File: src/rtl/pbit_sched_pkg.sv
// Shared types and constants for the p-bit sweep scheduler.
// Holds the FSM state encoding, the beta constants, the default colour-group
// mask rule and the saturating Q4.3 add used by the annealing option.
package pbit_sched_pkg;

  typedef enum logic [1:0] {
    IDLE   = 2'd0,
    ENABLE = 2'd1,
    SETTLE = 2'd2,
    DONE   = 2'd3
  } sched_state_e;

  // beta is signed Q4.3, so 8'sh08 is I_0 = 1.0
  localparam logic signed [7:0] I0_ONE   = 8'sh08;
  localparam logic signed [7:0] BETA_MAX = 8'sh7F;
  localparam logic signed [7:0] BETA_MIN = 8'sh80;

  // Widest mask the default rule is computed for; callers slice what they need.
  localparam int PBITS_MAX = 256;

  // Default colouring: p-bit i belongs to group (i mod num_groups).
  function automatic logic [PBITS_MAX-1:0] default_mask(input int g, input int num_groups);
    logic [PBITS_MAX-1:0] m;
    m = '0;
    for (int i = 0; i < PBITS_MAX; i++) m[i] = ((i % num_groups) == g);
    return m;
  endfunction

  // Signed 8-bit add that clamps to the Q4.3 range instead of wrapping.
  function automatic logic signed [7:0] beta_sat_add(input logic signed [7:0] a,
                                                     input logic signed [7:0] b);
    logic signed [8:0] s;
    s = {a[7], a} + {b[7], b};
    if (s[8] != s[7]) return s[8] ? BETA_MIN : BETA_MAX;
    return s[7:0];
  endfunction

endpackage

File: src/rtl/pbit_group_mask_ram.sv
// Colour-group mask table: MAX_GROUPS rows of NUM_PBITS enables.
// Resets to the default colouring; one gated write port, combinational read.
module pbit_group_mask_ram
  import pbit_sched_pkg::*;
#(
  parameter  int NUM_PBITS  = 8,
  parameter  int MAX_GROUPS = 4,
  localparam int GW         = $clog2(MAX_GROUPS)
) (
  input  logic                 clk,
  input  logic                 reset_n,
  input  logic                 we,
  input  logic [GW-1:0]        waddr,
  input  logic [NUM_PBITS-1:0] wdata,
  input  logic [GW-1:0]        raddr,
  output logic [NUM_PBITS-1:0] rdata
);

  function automatic logic [MAX_GROUPS-1:0][NUM_PBITS-1:0] default_rows();
    logic [MAX_GROUPS-1:0][NUM_PBITS-1:0] r;
    logic [PBITS_MAX-1:0]                 m;
    for (int g = 0; g < MAX_GROUPS; g++) begin
      m    = default_mask(g, MAX_GROUPS);
      r[g] = m[NUM_PBITS-1:0];
    end
    return r;
  endfunction

  localparam logic [MAX_GROUPS-1:0][NUM_PBITS-1:0] DEF_ROWS = default_rows();

  logic [MAX_GROUPS-1:0][NUM_PBITS-1:0] mem;

  // Row storage: reverts to the default colouring on reset, single-row write.
  always_ff @(posedge clk or negedge reset_n) begin
    if (!reset_n) begin
      mem <= DEF_ROWS;
    end else if (we) begin
      for (int g = 0; g < MAX_GROUPS; g++)
        if (waddr == GW'(g)) mem[g] <= wdata;
    end
  end

  assign rdata = mem[raddr];

endmodule

File: src/rtl/pbit_sweep_scheduler.sv
// Programmable colour-group sequencer for the p-bit array.
// Steps through mask rows 0..last_group, each for SETTLE_CYCLES cycles
// (one enable cycle, then settle), repeats for num_sweeps sweeps and pulses
// sample_valid per completed sweep and done at run end.
// Optional macro ANNEAL_SCHED_EN adds beta_start/beta_step inputs and a
// per-sweep saturating beta ramp; otherwise beta is fixed at I_0 = 1.
module pbit_sweep_scheduler
  import pbit_sched_pkg::*;
#(
  parameter  int NUM_PBITS     = 8,
  parameter  int MAX_GROUPS    = 4,
  parameter  int SETTLE_CYCLES = 4,
  parameter  int SWEEP_W       = 16,
  localparam int GW            = $clog2(MAX_GROUPS),
  localparam int CW            = $clog2(SETTLE_CYCLES)
) (
  input  logic                 clk,
  input  logic                 reset_n,
  input  logic                 start,
  input  logic                 stop,
  input  logic [SWEEP_W-1:0]   num_sweeps,
  input  logic [GW-1:0]        last_group,
  input  logic                 cfg_we,
  input  logic [GW-1:0]        cfg_addr,
  input  logic [NUM_PBITS-1:0] cfg_mask,
`ifdef ANNEAL_SCHED_EN
  input  logic signed [7:0]    beta_start,
  input  logic signed [7:0]    beta_step,
`endif
  output logic [NUM_PBITS-1:0] pbit_en,
  output logic [GW-1:0]        group_idx,
  output logic                 busy,
  output logic                 sample_valid,
  output logic                 done,
  output logic [SWEEP_W-1:0]   sweep_cnt,
  output logic signed [7:0]    beta
);

  sched_state_e         state;
  logic [SWEEP_W-1:0]   num_lat;
  logic [GW-1:0]        last_lat;
  logic [CW-1:0]        settle_cnt;
  logic [NUM_PBITS-1:0] row_mask;

  logic                 start_ok;
  logic                 settle_end;
  logic                 sweep_end;
  logic [SWEEP_W-1:0]   sweep_nxt;

  // Config writes are only honoured while no run is active.
  pbit_group_mask_ram #(
    .NUM_PBITS (NUM_PBITS),
    .MAX_GROUPS(MAX_GROUPS)
  ) u_mask_ram (
    .clk    (clk),
    .reset_n(reset_n),
    .we     (cfg_we && !busy),
    .waddr  (cfg_addr),
    .wdata  (cfg_mask),
    .raddr  (group_idx),
    .rdata  (row_mask)
  );

  // Run-control decodes shared by the FSM and the beta ramp.
  always_comb begin
    start_ok   = (state == IDLE) && start && !stop;
    settle_end = (state == SETTLE) && !stop && (settle_cnt == CW'(SETTLE_CYCLES - 2));
    sweep_end  = settle_end && (group_idx >= last_lat);
    sweep_nxt  = sweep_cnt + SWEEP_W'(1);
  end

  // Enables are live only in the single ENABLE cycle of each group dwell.
  assign pbit_en = (state == ENABLE) ? row_mask : '0;

  // Sweep FSM: group stepping, sweep counting, stop/done handling.
  always_ff @(posedge clk or negedge reset_n) begin
    if (!reset_n) begin
      state        <= IDLE;
      group_idx    <= '0;
      busy         <= 1'b0;
      sample_valid <= 1'b0;
      done         <= 1'b0;
      sweep_cnt    <= '0;
      num_lat      <= '0;
      last_lat     <= '0;
      settle_cnt   <= '0;
    end else begin
      sample_valid <= 1'b0;
      done         <= 1'b0;
      case (state)
        IDLE: begin
          if (start_ok) begin
            num_lat   <= num_sweeps;
            last_lat  <= last_group;
            sweep_cnt <= '0;
            group_idx <= '0;
            if (num_sweeps == '0) begin
              state <= DONE;
              done  <= 1'b1;
            end else begin
              state <= ENABLE;
              busy  <= 1'b1;
            end
          end
        end
        ENABLE: begin
          if (stop) begin
            state <= IDLE;
            busy  <= 1'b0;
          end else begin
            state      <= SETTLE;
            settle_cnt <= '0;
          end
        end
        SETTLE: begin
          if (stop) begin
            state <= IDLE;
            busy  <= 1'b0;
          end else if (settle_end) begin
            if (!sweep_end) begin
              group_idx <= group_idx + GW'(1);
              state     <= ENABLE;
            end else begin
              sweep_cnt    <= sweep_nxt;
              sample_valid <= 1'b1;
              if (sweep_nxt == num_lat) begin
                state <= DONE;
                done  <= 1'b1;
                busy  <= 1'b0;
              end else begin
                group_idx <= '0;
                state     <= ENABLE;
              end
            end
          end else begin
            settle_cnt <= settle_cnt + CW'(1);
          end
        end
        DONE:    state <= IDLE;
        default: state <= IDLE;
      endcase
    end
  end

`ifdef ANNEAL_SCHED_EN
  // Beta ramp: load at start, step once per completed sweep, hold otherwise.
  always_ff @(posedge clk or negedge reset_n) begin
    if (!reset_n)       beta <= I0_ONE;
    else if (start_ok)  beta <= beta_start;
    else if (sweep_end) beta <= beta_sat_add(beta, beta_step);
  end
`else
  assign beta = I0_ONE;
`endif

endmodule
File: config.mk
export PLATFORM = sky130hd
export DESIGN_NAME = pbit_sweep_scheduler
export DESIGN_NICKNAME = d
export VERILOG_FILES = /design/src/rtl/pbit_sched_pkg.sv /design/src/rtl/pbit_group_mask_ram.sv /design/src/rtl/pbit_sweep_scheduler.sv
export SDC_FILE = /design/constraint.sdc
export NUM_CORES = 1
export LEC_CHECK = 0
export CAP_MARGIN = 5
export CORE_MARGIN = 1.5
export CORE_UTILIZATION = 50
export CTS_CLUSTER_DIAMETER = 60
export DETAILED_ROUTE_END_ITERATION = 10
export PLACE_DENSITY = 0.72
export SLEW_MARGIN = 25
export SYNTH_ARGS = -nofsm -noshare
export SYNTH_HDL_FRONTEND = slang
export SYNTH_SLANG_ARGS = --single-unit
File: constraint.sdc
create_clock -name clk -period 3.2 [get_ports clk]
set_input_delay 0.96 -clock clk [delete_from_list [all_inputs] [get_ports clk]]
set_output_delay 0.96 -clock clk [all_outputs]
set_load 0.01 [all_outputs]
==> results by group <==
Run status
  • Outcome: finished, final reports clean

Final layout
  • Layout area overhead: 23.3%
  • # fillers: 626
  • Share of layout cells above drive strength 1: 0.244
  • Area of the multi-input gates: 0.00204 sq mm
  • Non-Filler Instances: 537
  • Antenna Cells: 0
  • Register area: 0.00189 sq mm
  • Fin nets: 471

Floorplan
  • I/O pin cnt: 70
  • Die Y: 93.3 um
  • FP Rows: 32
  • Starting density of the core: 0.522
  • Area of the die: 0.00871 sq mm
  • Core box area: 0.00781 sq mm
  • Die Span X: 93.3 um

Detailed routing
  • WL per Instance: 16.5 um
  • DRT Pass-1 Iters: 4
  • Post-route ant nets: 0
  • Final wirelength: 8880 um
  • Vias post-DR: 3,033
  • Vias per cell: 5.65
  • Drt first-iter violations: 175
  • Residual DRC count: 0

GRT
  • GRT Util Overall: 0.217
  • Total gr overflow: 0
  • First-pass GRT wire length: 14,500 um
  • Initial antenna violation count: 0
  • Pin count of the biggest net entering global routing: 56
  • Vias in the first global route: 2,907

Synthesis
  • Mapped Area: 0.00408 sq mm
  • Synth Area in Adders: 0.0245
  • Synth Area in Compound Gates: 0.0908
  • Synth Flop Type: dfrtp_1
  • Mux contribution to synthesized area: 0.190
  • Avg Cell Area, Syn: 11.3 sq um
  • XOR/XNOR share of the synthesized area: 0.0515
  • Sequential area share after synthesis: 0.463
  • Syn. warnings: 0
  • Number of distinct library cells after synthesis: 50
  • Synth Area in Simple Gates: 0.136
  • Post-synth EDFFs: 0
  • Async set-reset flop share out of synthesis: 1.00
  • Mapped Cells: 360
  • Largest family of logic cells by synthesized area: multiplexers
  • Yosys reg bits: 75

Place
  • Hpwl dp: 6480 um
  • Routability cong.: 0.873
  • Dpl cells: 521
  • IO buf count: 61

CTS
  • Clk_lat worst skew: 0.34 ns
  • Post-CTS sizing: 0
  • Max clock buf depth: 2
  • # hold bufs at CTS: 0
  • Number of clock sinks: 75
  • Postcts setup bufs: 0
  • CTS root buf: clkbuf_8
  • H-tree levels: 3
  • CTS Buf Count: 9
  • Worst-path clk slew: 0.08 ns
  • CTS tree: done

Power and ir drop
  • VDD IR max: 0.000560 V
  • Lkg Pwr: 2.08 nW
  • Pwr per Cell Area: 771 mW/mm^2

Timing
  • Setup tns final: 0 ns
  • Period utilization: 0.956
  • Worst Hold Slack: 0.507 ns
  • F_max: 327 MHz
  • Hold Vio Cnt, Final: 0
  • Final setup fails: 0
  • Fin. max-slew vios: 0
  • Slew HR: 0.643
  • Tightest Pin Transition: 0.535 ns
  • Final min period: 3.06 ns
  • Worst Skew: 0.0104 ns
  • RSZ-0062 raised after global routing: false

Setup path
  • Critical Path Sink Type: primary output
  • Worst Setup SP: group_idx[0]$_DFFE_PN0P_
  • Reg-to-reg slack, setup: 0.47 ns
  • Kind of cell adding the most delay to the critical path: buffers and inverters
  • CP Buf/Inv Count: 2
  • Worst r2r dst: busy$_DFFE_PN0P_
  • R2R depth: 8
  • Arr. time, crit path: 2.10 ns
  • CP Depth: 4
  • WS Path Type: flop to primary output
  • Crit path largest cell delay: 0.54 ns
  • Critical path peak fanout: 12
  • Worst R2R Start: sweep_cnt[0]$_DFFE_PN0P_
  • CP Cell Sequence: buf_4 > mux4_2 > and2_1 > clkdlybuf4s50_1
  • Worst path slowest cell: mux4_2
  • WP data required: 2.24 ns
  • CP Launch Type: flop
  • Critical path capture point: pbit_en[7]

Flow run
  • Max-cap violations: 0

Min path
  • Worst Hold Class: flop to flop
-- flip-flops by register name, indices dropped and copies added (netlist names) --
name and count:
u_mask_ram.mem 32, sweep_cnt 16, group_idx 2, state 2
settle_cnt 2, sample_valid 1, num_lat 16, busy 1
last_lat 2, done 1
-- where the power goes --
| group | leakage (nW) | switching (mW) | internal [mW] |
|---|---|---|---|
| Sequential | 0.927 | 0.274 | 1.35 |
| Combinational | 1.05 | 0.642 | 0.850 |
| Clock | 0.103 | 0.374 | 0.390 |
| Total | 2.08 | 1.29 | 2.59 |
-- stage by stage --
| step | util | setup WS [ns] | power, mW | cell area, sq um |
|---|---|---|---|---|
| after floorplan | - | 0.367 | 2.62 | 4100 |
| after global placement | 0.617 | 0.207 | 3.08 | 4820 |
| after detailed placement | 0.617 | 0.142 | 3.13 | 4820 |
| after CTS | 0.644 | 0.121 | 3.90 | 5030 |
| after global routing | 0.644 | 0.0582 | 4.13 | 5030 |
| final | 0.644 | 0.141 | 3.88 | 5030 |
-- worst reg2reg max path, cell delays in order, from the launching register on --
cell	delay, ns
dfrtp_1	0.50
ha_1	0.31
nand3_1	0.24
nor2_1	0.26
xnor2_1	0.16
o2111ai_1	0.12
or4_1	0.67
a21oi_2	0.21
mux2i_1	0.19
-- metal layers --
metal | share of wire | GRT usage | wire length [um]
met3 | 0.053 | 0.0431 | 471
met5 | 0 | 0 | 0
met2 | 0.46 | 0.325 | 4040
met4 | 0.015 | 0.0657 | 135
met1 | 0.48 | 0.317 | 4230
-- worst min path at each step --
| stage | from | endpoint | cells past startpoint |
|---|---|---|---|
| floorplan | settle_cnt[0]$_DFFE_PN0P_ | settle_cnt[0]$_DFFE_PN0P_ | 1 |
| global placement | u_mask_ram.mem[29]$_DFFE_PN0P_ | u_mask_ram.mem[29]$_DFFE_PN0P_ | 1 |
| detailed placement | u_mask_ram.mem[19]$_DFFE_PN0P_ | u_mask_ram.mem[19]$_DFFE_PN0P_ | 1 |
| CTS | u_mask_ram.mem[19]$_DFFE_PN0P_ | u_mask_ram.mem[19]$_DFFE_PN0P_ | 1 |
| global route | u_mask_ram.mem[28]$_DFFE_PN0P_ | u_mask_ram.mem[28]$_DFFE_PN0P_ | 1 |
| finish | u_mask_ram.mem[26]$_DFFE_PN0P_ | u_mask_ram.mem[26]$_DFFE_PN0P_ | 1 |
-- placed cells by master (no fill, tap or decap), types with 6 or more instances in the layout --
| cell | n |
|---|---|
| a21oi_1 | 7 |
| dfstp_2 | 8 |
| o21ai_0 | 25 |
| nand4_1 | 9 |
| mux4_2 | 8 |
| xnor2_1 | 13 |
| inv_1 | 11 |
| nor4_1 | 7 |
| conb_1 | 8 |
| nor2_1 | 19 |
| nand3_1 | 12 |
| o31ai_1 | 6 |
| xor2_1 | 11 |
| and2_1 | 11 |
| dfrtp_1 | 67 |
| clkdlybuf4s50_1 | 60 |
| mux2_2 | 50 |
| nand2_1 | 17 |
| clkbuf_8 | 10 |
| ha_1 | 8 |
| buf_4 | 13 |
-- cells in the mapped netlist (9+ instances only) --
library cell   n  share of area
o21ai_0       25          0.031
mux2_2        50           0.14
nor2_1        19          0.017
and2_1        11          0.017
nand2_1       17          0.016
nand3_1       12          0.015
nand4_1        9          0.014
xnor2_1       13          0.028
dfrtp_1       67           0.41
inv_1         11          0.010
xor2_1        11          0.024
-- layout make-up --
cell class	count	area share
Sequential cell	75	0.375
Clock inverter	6	0.0144
Tap cell	102	0.0254
Inverter	11	0.00821
Multi-Input combinational cell	258	0.406
Timing Repair Buffer	75	0.144
Clock buffer	10	0.0274
-- cell families after synthesis --
kind of cell / count (synthesis)
other cells: 2
compound gates: 58
buf+inv: 33
xor+xnor: 24
flops: 75
mux: 61
simple gates: 99
fa+ha+maj: 8
No activity file was read; power rests on OpenSTA's default activity.
